### src/rtl/mult_div_unit_if.sv
// Bus between the pipeline and the multiply/divide unit: operands and
// MTHI/MTLO strobes from the pipeline, handshake and HI/LO back.
interface mult_div_unit_if #(
  parameter int DATA_W = 32
);
  logic              start;
  logic [1:0]        op;
  logic [DATA_W-1:0] sourceReg;
  logic [DATA_W-1:0] secondaryReg;
  logic              hiWrite;
  logic              loWrite;
  logic [DATA_W-1:0] writeData;
  logic              busy;
  logic              done;
  logic [DATA_W-1:0] hi;
  logic [DATA_W-1:0] lo;

  modport master (
    output start, op, sourceReg, secondaryReg, hiWrite, loWrite, writeData,
    input  busy, done, hi, lo
  );

  modport slave (
    input  start, op, sourceReg, secondaryReg, hiWrite, loWrite, writeData,
    output busy, done, hi, lo
  );
endinterface

### src/rtl/mult_div_unit.sv
// Multicycle MULT/MULTU/DIV/DIVU engine with HI/LO registers.
// Works on operand magnitudes (shift-add multiply, restoring divide, one bit
// per cycle) and applies the sign correction in a single FIX cycle.
module mult_div_unit #(
  parameter int DATA_W = 32,
  parameter int CNT_W  = 6
) (
  input logic            Clk,
  input logic            Reset_n,
  mult_div_unit_if.slave bus
);

  localparam logic [1:0] IDLE = 2'd0;
  localparam logic [1:0] CALC = 2'd1;
  localparam logic [1:0] FIX  = 2'd2;

  localparam logic [CNT_W-1:0] LAST_ITER = CNT_W'(DATA_W - 1);

  logic [1:0]        state;
  logic [CNT_W-1:0]  count;
  logic              busyReg;
  logic              doneReg;

  logic              isDiv;
  logic              negResult;
  logic              negRem;
  logic              divZero;
  logic [DATA_W-1:0] opB;
  logic [DATA_W-1:0] accHi;
  logic [DATA_W-1:0] accLo;
  logic [DATA_W-1:0] hiReg;
  logic [DATA_W-1:0] loReg;

  logic signed [DATA_W-1:0] rsSigned;
  logic signed [DATA_W-1:0] rtSigned;
  logic              opSigned;
  logic              signA;
  logic              signB;
  logic [DATA_W-1:0] magA;
  logic [DATA_W-1:0] magB;

  logic [DATA_W:0]   mulSum;
  logic [DATA_W:0]   divShift;
  logic              divGe;
  logic [DATA_W-1:0] divRem;

  logic [2*DATA_W-1:0] product;
  logic [DATA_W-1:0]   fixHi;
  logic [DATA_W-1:0]   fixLo;

  function automatic logic [DATA_W-1:0] absVal(input logic signed [DATA_W-1:0] v);
    return v[DATA_W-1] ? DATA_W'(-v) : DATA_W'(v);
  endfunction

  function automatic logic [DATA_W-1:0] negIf(input logic [DATA_W-1:0] v, input logic neg);
    return neg ? DATA_W'(-v) : v;
  endfunction

  function automatic logic [2*DATA_W-1:0] negWideIf(input logic [2*DATA_W-1:0] v,
                                                     input logic neg);
    return neg ? (2*DATA_W)'(-v) : v;
  endfunction

  assign rsSigned = bus.sourceReg;
  assign rtSigned = bus.secondaryReg;

  // Operand magnitudes and result signs captured when an operation is accepted
  always_comb begin
    opSigned = ~bus.op[0];
    signA    = opSigned & bus.sourceReg[DATA_W-1];
    signB    = opSigned & bus.secondaryReg[DATA_W-1];
    magA     = opSigned ? absVal(rsSigned) : bus.sourceReg;
    magB     = opSigned ? absVal(rtSigned) : bus.secondaryReg;
  end

  // One multiply or divide step on the magnitude registers
  always_comb begin
    mulSum   = {1'b0, accHi} + (accLo[0] ? {1'b0, opB} : (DATA_W+1)'(0));
    divShift = {accHi, accLo[DATA_W-1]};
    divGe    = (divShift >= {1'b0, opB});
    divRem   = divGe ? DATA_W'(divShift - {1'b0, opB}) : divShift[DATA_W-1:0];
  end

  // Sign correction and the divide-by-zero override; the most-negative / -1
  // divide falls out naturally (magnitude quotient negated back to itself)
  always_comb begin
    product = negWideIf({accHi, accLo}, negResult);
    if (isDiv) begin
      fixHi = negIf(accHi, negRem);
      fixLo = divZero ? '1 : negIf(accLo, negResult);
    end else begin
      fixHi = product[2*DATA_W-1:DATA_W];
      fixLo = product[DATA_W-1:0];
    end
  end

  // Control FSM: IDLE -> CALC for DATA_W steps -> FIX -> IDLE
  always_ff @(posedge Clk or negedge Reset_n) begin
    if (!Reset_n) begin
      state   <= IDLE;
      count   <= '0;
      busyReg <= 1'b0;
      doneReg <= 1'b0;
    end else begin
      doneReg <= 1'b0;
      case (state)
        IDLE: begin
          if (bus.start) begin
            state   <= CALC;
            busyReg <= 1'b1;
            count   <= '0;
          end
        end
        CALC: begin
          count <= count + CNT_W'(1);
          if (count == LAST_ITER) state <= FIX;
        end
        FIX: begin
          state   <= IDLE;
          busyReg <= 1'b0;
          doneReg <= 1'b1;
        end
        default: begin
          state   <= IDLE;
          busyReg <= 1'b0;
        end
      endcase
    end
  end

  // Operand latch on accept, then shift-add / restoring-divide iterations
  always_ff @(posedge Clk or negedge Reset_n) begin
    if (!Reset_n) begin
      isDiv     <= 1'b0;
      negResult <= 1'b0;
      negRem    <= 1'b0;
      divZero   <= 1'b0;
      opB       <= '0;
      accHi     <= '0;
      accLo     <= '0;
    end else if (state == IDLE && bus.start) begin
      isDiv     <= bus.op[1];
      negResult <= signA ^ signB;
      negRem    <= signA;
      divZero   <= bus.op[1] & (bus.secondaryReg == '0);
      opB       <= bus.op[1] ? magB : magA;
      accLo     <= bus.op[1] ? magA : magB;
      accHi     <= '0;
    end else if (state == CALC) begin
      if (isDiv) begin
        accHi <= divRem;
        accLo <= {accLo[DATA_W-2:0], divGe};
      end else begin
        accHi <= mulSum[DATA_W:1];
        accLo <= {mulSum[0], accLo[DATA_W-1:1]};
      end
    end
  end

  // HI/LO: result write from FIX, MTHI/MTLO only when idle and not starting
  always_ff @(posedge Clk or negedge Reset_n) begin
    if (!Reset_n) begin
      hiReg <= '0;
      loReg <= '0;
    end else if (state == FIX) begin
      hiReg <= fixHi;
      loReg <= fixLo;
    end else if (state == IDLE && !bus.start) begin
      if (bus.hiWrite) hiReg <= bus.writeData;
      if (bus.loWrite) loReg <= bus.writeData;
    end
  end

  assign bus.busy = busyReg;
  assign bus.done = doneReg;
  assign bus.hi   = hiReg;
  assign bus.lo   = loReg;

endmodule

### src/flat_wrapper.sv
// flat-port wrapper written by rule: the top's interface ports become plain ports
module mult_div_unit_flat 
#(
  parameter int DATA_W = 32,
  parameter int CNT_W  = 6
)
  (Clk, Reset_n, bus_start, bus_op, bus_sourceReg, bus_secondaryReg, bus_hiWrite, bus_loWrite, bus_writeData, bus_busy, bus_done, bus_hi, bus_lo);
  mult_div_unit_if #(.DATA_W(DATA_W)) bus_i ();
  input logic Clk;
  input logic Reset_n;
  input wire logic [$bits(bus_i.start)-1:0] bus_start;
  input wire logic [$bits(bus_i.op)-1:0] bus_op;
  input wire logic [$bits(bus_i.sourceReg)-1:0] bus_sourceReg;
  input wire logic [$bits(bus_i.secondaryReg)-1:0] bus_secondaryReg;
  input wire logic [$bits(bus_i.hiWrite)-1:0] bus_hiWrite;
  input wire logic [$bits(bus_i.loWrite)-1:0] bus_loWrite;
  input wire logic [$bits(bus_i.writeData)-1:0] bus_writeData;
  output wire logic [$bits(bus_i.busy)-1:0] bus_busy;
  output wire logic [$bits(bus_i.done)-1:0] bus_done;
  output wire logic [$bits(bus_i.hi)-1:0] bus_hi;
  output wire logic [$bits(bus_i.lo)-1:0] bus_lo;
  assign bus_i.start = bus_start;
  assign bus_i.op = bus_op;
  assign bus_i.sourceReg = bus_sourceReg;
  assign bus_i.secondaryReg = bus_secondaryReg;
  assign bus_i.hiWrite = bus_hiWrite;
  assign bus_i.loWrite = bus_loWrite;
  assign bus_i.writeData = bus_writeData;
  assign bus_busy = bus_i.busy;
  assign bus_done = bus_i.done;
  assign bus_hi = bus_i.hi;
  assign bus_lo = bus_i.lo;
  mult_div_unit #(.DATA_W(DATA_W), .CNT_W(CNT_W)) u_core (.Clk(Clk), .Reset_n(Reset_n), .bus(bus_i));
endmodule
### config.mk
export PLATFORM = sky130hd
export DESIGN_NAME = mult_div_unit_flat
export DESIGN_NICKNAME = d
export VERILOG_FILES = /design/src/rtl/mult_div_unit_if.sv /design/src/rtl/mult_div_unit.sv /design/src/flat_wrapper.sv
export SDC_FILE = /design/constraint.sdc
export NUM_CORES = 1
export LEC_CHECK = 0
export CAP_MARGIN = 0
export CORE_ASPECT_RATIO = 1.4
export CORE_MARGIN = 5
export CORE_UTILIZATION = 40
export CTS_BUF_LIST = sky130_fd_sc_hd__clkbuf_8
export DETAILED_ROUTE_END_ITERATION = 8
export GPL_TIMING_DRIVEN = 1
export PLACE_DENSITY = 0.71
export SETUP_SLACK_MARGIN = 0.1
export SYNTH_ARGS = -nofsm -noshare
export SYNTH_HDL_FRONTEND = slang
export SYNTH_SLANG_ARGS = --single-unit
### constraint.sdc
create_clock -name Clk -period 4.3 [get_ports Clk]
set_input_delay 1.075 -clock Clk [delete_from_list [all_inputs] [get_ports Clk]]
set_output_delay 1.075 -clock Clk [all_outputs]
set_load 0.02 [all_outputs]
==> out/results.ini <==
[setup_path]
slowest_delay_ps = 540
cpMostUsedCell = nor2_1
cp.required_ps = 4710
cp_data_arrival_time_ps = 4340
endpoint_kind = register
reg2reg_slack_ps = 370
critPathKind = reg2reg
crit_path_top_delay_cell = a2111oi_0
start_kind = register
crit_fanout = 7
cp_cell_sequence = inv_1 -> nor2_1 -> ha_1 -> a211oi_1 -> o21bai_1 -> a2111oi_0 -> buf_4 -> nor3_1 -> nor2_1 -> o21ai_0 -> a2111o_1 -> a31o_2 -> a32o_1

[global_route]
grt_pass1_wl_um = 84100
grt_usage = 0.256
grt_pass1_vias = 14700
antenna_found_initial = 0
grt_start_max_net_pins = 90
overflow = 0

[sta]
maxSlewHeadroom = 0.387
worst_pin_slew_ps = 919
finalSetupTns_ps = 0
fmax_ghz = 0.255
layout_setup_ws_ps = 372
setup_viol = 0
min_period_over_period = 0.913
finalCriticalPeriod_ps = 3930
hold_ws_ps = 488
skew_ps = 17.1
rsz0062_at_grt = false
finalMaxSlewViolations = 0
hold_violations = 0

[place]
dp.final_hpwl_um = 43100
place_area_um2 = 17400
portBuffers = 168
pre_cts_ws_ps = 251
place_congestion = 0.955

[cts]
cts_tree = yes
clk_path_buf_depth = 2
cts.sinks = 174
clkTransAtPathRegs_ps = 110
clk_latency_ps = 520
h-tree-depth = 4
numCtsBuffers = 17
ctsResizeCount = 0
post_cts_buffers = 0
cts-hold-fix-buffers = 0
root_buffer = clkbuf_8

[power_and_ir_drop]
power.total_w = 0.0159
irDropWorstVdd_v = 0.000350
powerDensity_nw_per_um2 = 894
leakagePower_nw = 7.42

[floorplan]
start_util = 0.402
row_count = 84
die_width_um = 174
dieHeight_um = 239
design.core.area_um2 = 37300
dieArea_um2 = 41500
pin_count = 169

[cells_and_area]
layout.cells.most_common = nand2_1
drive_above_1_share = 0.0650
antenna_cells = 0
nNetsFinal = 2224
final_area_um2 = 17800
area_growth_pct = 18.7
multi_input_area_um2 = 9960
filler_cell_count = 3612
layout_common_cells = 244 x nand2_1, 173 x dfrtp_1, 168 x o21ai_0, 166 x clkdlybuf4s50_1, 157 x nor2_1
seq_area_um2 = 4360

[synthesis]
netlist_area_um2 = 15000
synthAdderAreaFrac = 0.0602
yosysSeqAreaShare = 0.290
synth-compound-area-share = 0.258
synth_seq_cells = 174
async_flop_share = 1.00
netlist-cell-type-count = 72
syn_avg_cell_area_um2 = 7.84
yosysWarningCount = 0
synth_top_family_by_area = compound AO/OA/AOI/OAI gates
syn_inst = 1914
yosys_most_used_dff = dfrtp_1
synth-edff-count = 0
synth_xor_area_frac = 0.0987
synth-simple-area-share = 0.190
syn_nets = 2088
synthMuxAreaShare = 0.0551

[drt]
totalWireLength_um = 54800
vias_per_cell = 5.98
vias = 15200
first_pass_iters = 5
postRouteAntennaNets = 0
wl_per_cell_um = 21.6
drc = 0
drt-initial-drc-count = 1561

[worst_hold_path]
hold_class = reg2reg

[run_status]
status = completed

[job]
maxCapViolations = 0

## synthesized netlist by cell type (all sizes together) (17+ instances only)
master  count  area, um2
nand2     245        920
dfrtp     174       4350
o21ai     171        856
nor2      159        604
a21oi     157        786
clkbuf     99        373
xor2       89        780
xnor2      80        701
mux2i      77        771
ha         69        863
inv        68        255
o211ai     51        383
a21o       44        330
nor3       43        220
a32oi      35        307
o31ai      27        208
nand3      26        130
a211oi     25        188
nand2b     24        150
buf        21       87.6
a31oi      20        125
nor2b      19        119
and2       17        106
nor4       17        106
## per-stage QoR
stage,cells,util
2_1_floorplan,1914,-
3_3_place_gp,2504,0.466
3_5_place_dp,2504,0.466
4_1_cts,2536,0.477
5_1_grt,2536,0.477
6_report,2536,0.477
## path summary, 6_finish.rpt
check                                 from                end  cells past startpoint
max in group asynchronous          Reset_n  u_core.bus.hi[22]                      2
min in group asynchronous          Reset_n   u_core.bus.lo[2]                      1
max                        u_core.accLo[0]   u_core.accHi[22]                     13
max reg2reg                u_core.accLo[0]   u_core.accHi[22]                     13
min                         u_core.opB[25]     u_core.opB[25]                      2
min reg2reg                 u_core.opB[25]     u_core.opB[25]                      2
## worst max-delay path, delay by kind of cell, from the launching register on
kind                     cells  cell delay (ps)
adder cells (fa/ha/maj)      1              250
buffers and inverters        2              510
AO/OA/AOI/OAI                7             2250
AND/OR/NAND/NOR              3              330
flip-flops                   1              470
## cells by family (layout without fill, tap and decap cells)
| family | count (synthesis) | in the layout |
|---|---|---|
| flops | 174 | 174 |
| simple gates | 621 | 621 |
| buf+inv | 188 | 337 |
| fa+ha+maj | 71 | 71 |
| mux | 82 | 82 |
| xor+xnor | 169 | 169 |
| compound gates | 609 | 609 |
## power by group
part	internal [W]	switching, W	leakage (nW)
Sequential	0.00248	0.000944	2.08
Combinational	0.00472	0.00655	5.12
Clock	0.000489	0.000738	0.211
Total	0.00768	0.00823	7.42
## flip-flops by register name, indices dropped and copies added, names as in the netlist
name	count
u_core.negRem	1
u_core.bus.done	1
u_core.bus.hi	32
u_core.count	6
u_core.opB	32
u_core.negResult	1
u_core.accHi	32
u_core.bus.lo	32
u_core.state	2
u_core.isDiv	1
u_core.divZero	1
u_core.accLo	32
u_core.bus.busy	1
## routing by layer
layer / track usage / wire, um
met5: 0 / 0
met3: 0.0378 / 3230
met4: 0.137 / 3140
met1: 0.316 / 22400
met2: 0.433 / 26100
## layout make-up
cell class | instances | area share
Tap cell | 473 | 0.0332
Clock buffer | 17 | 0.0131
Timing Repair Buffer | 237 | 0.125
Inverter | 68 | 0.0143
Multi-Input combinational cell | 1552 | 0.559
Sequential cell | 174 | 0.245
Clock inverter | 15 | 0.00998
No activity file was read; power rests on OpenSTA's default activity.
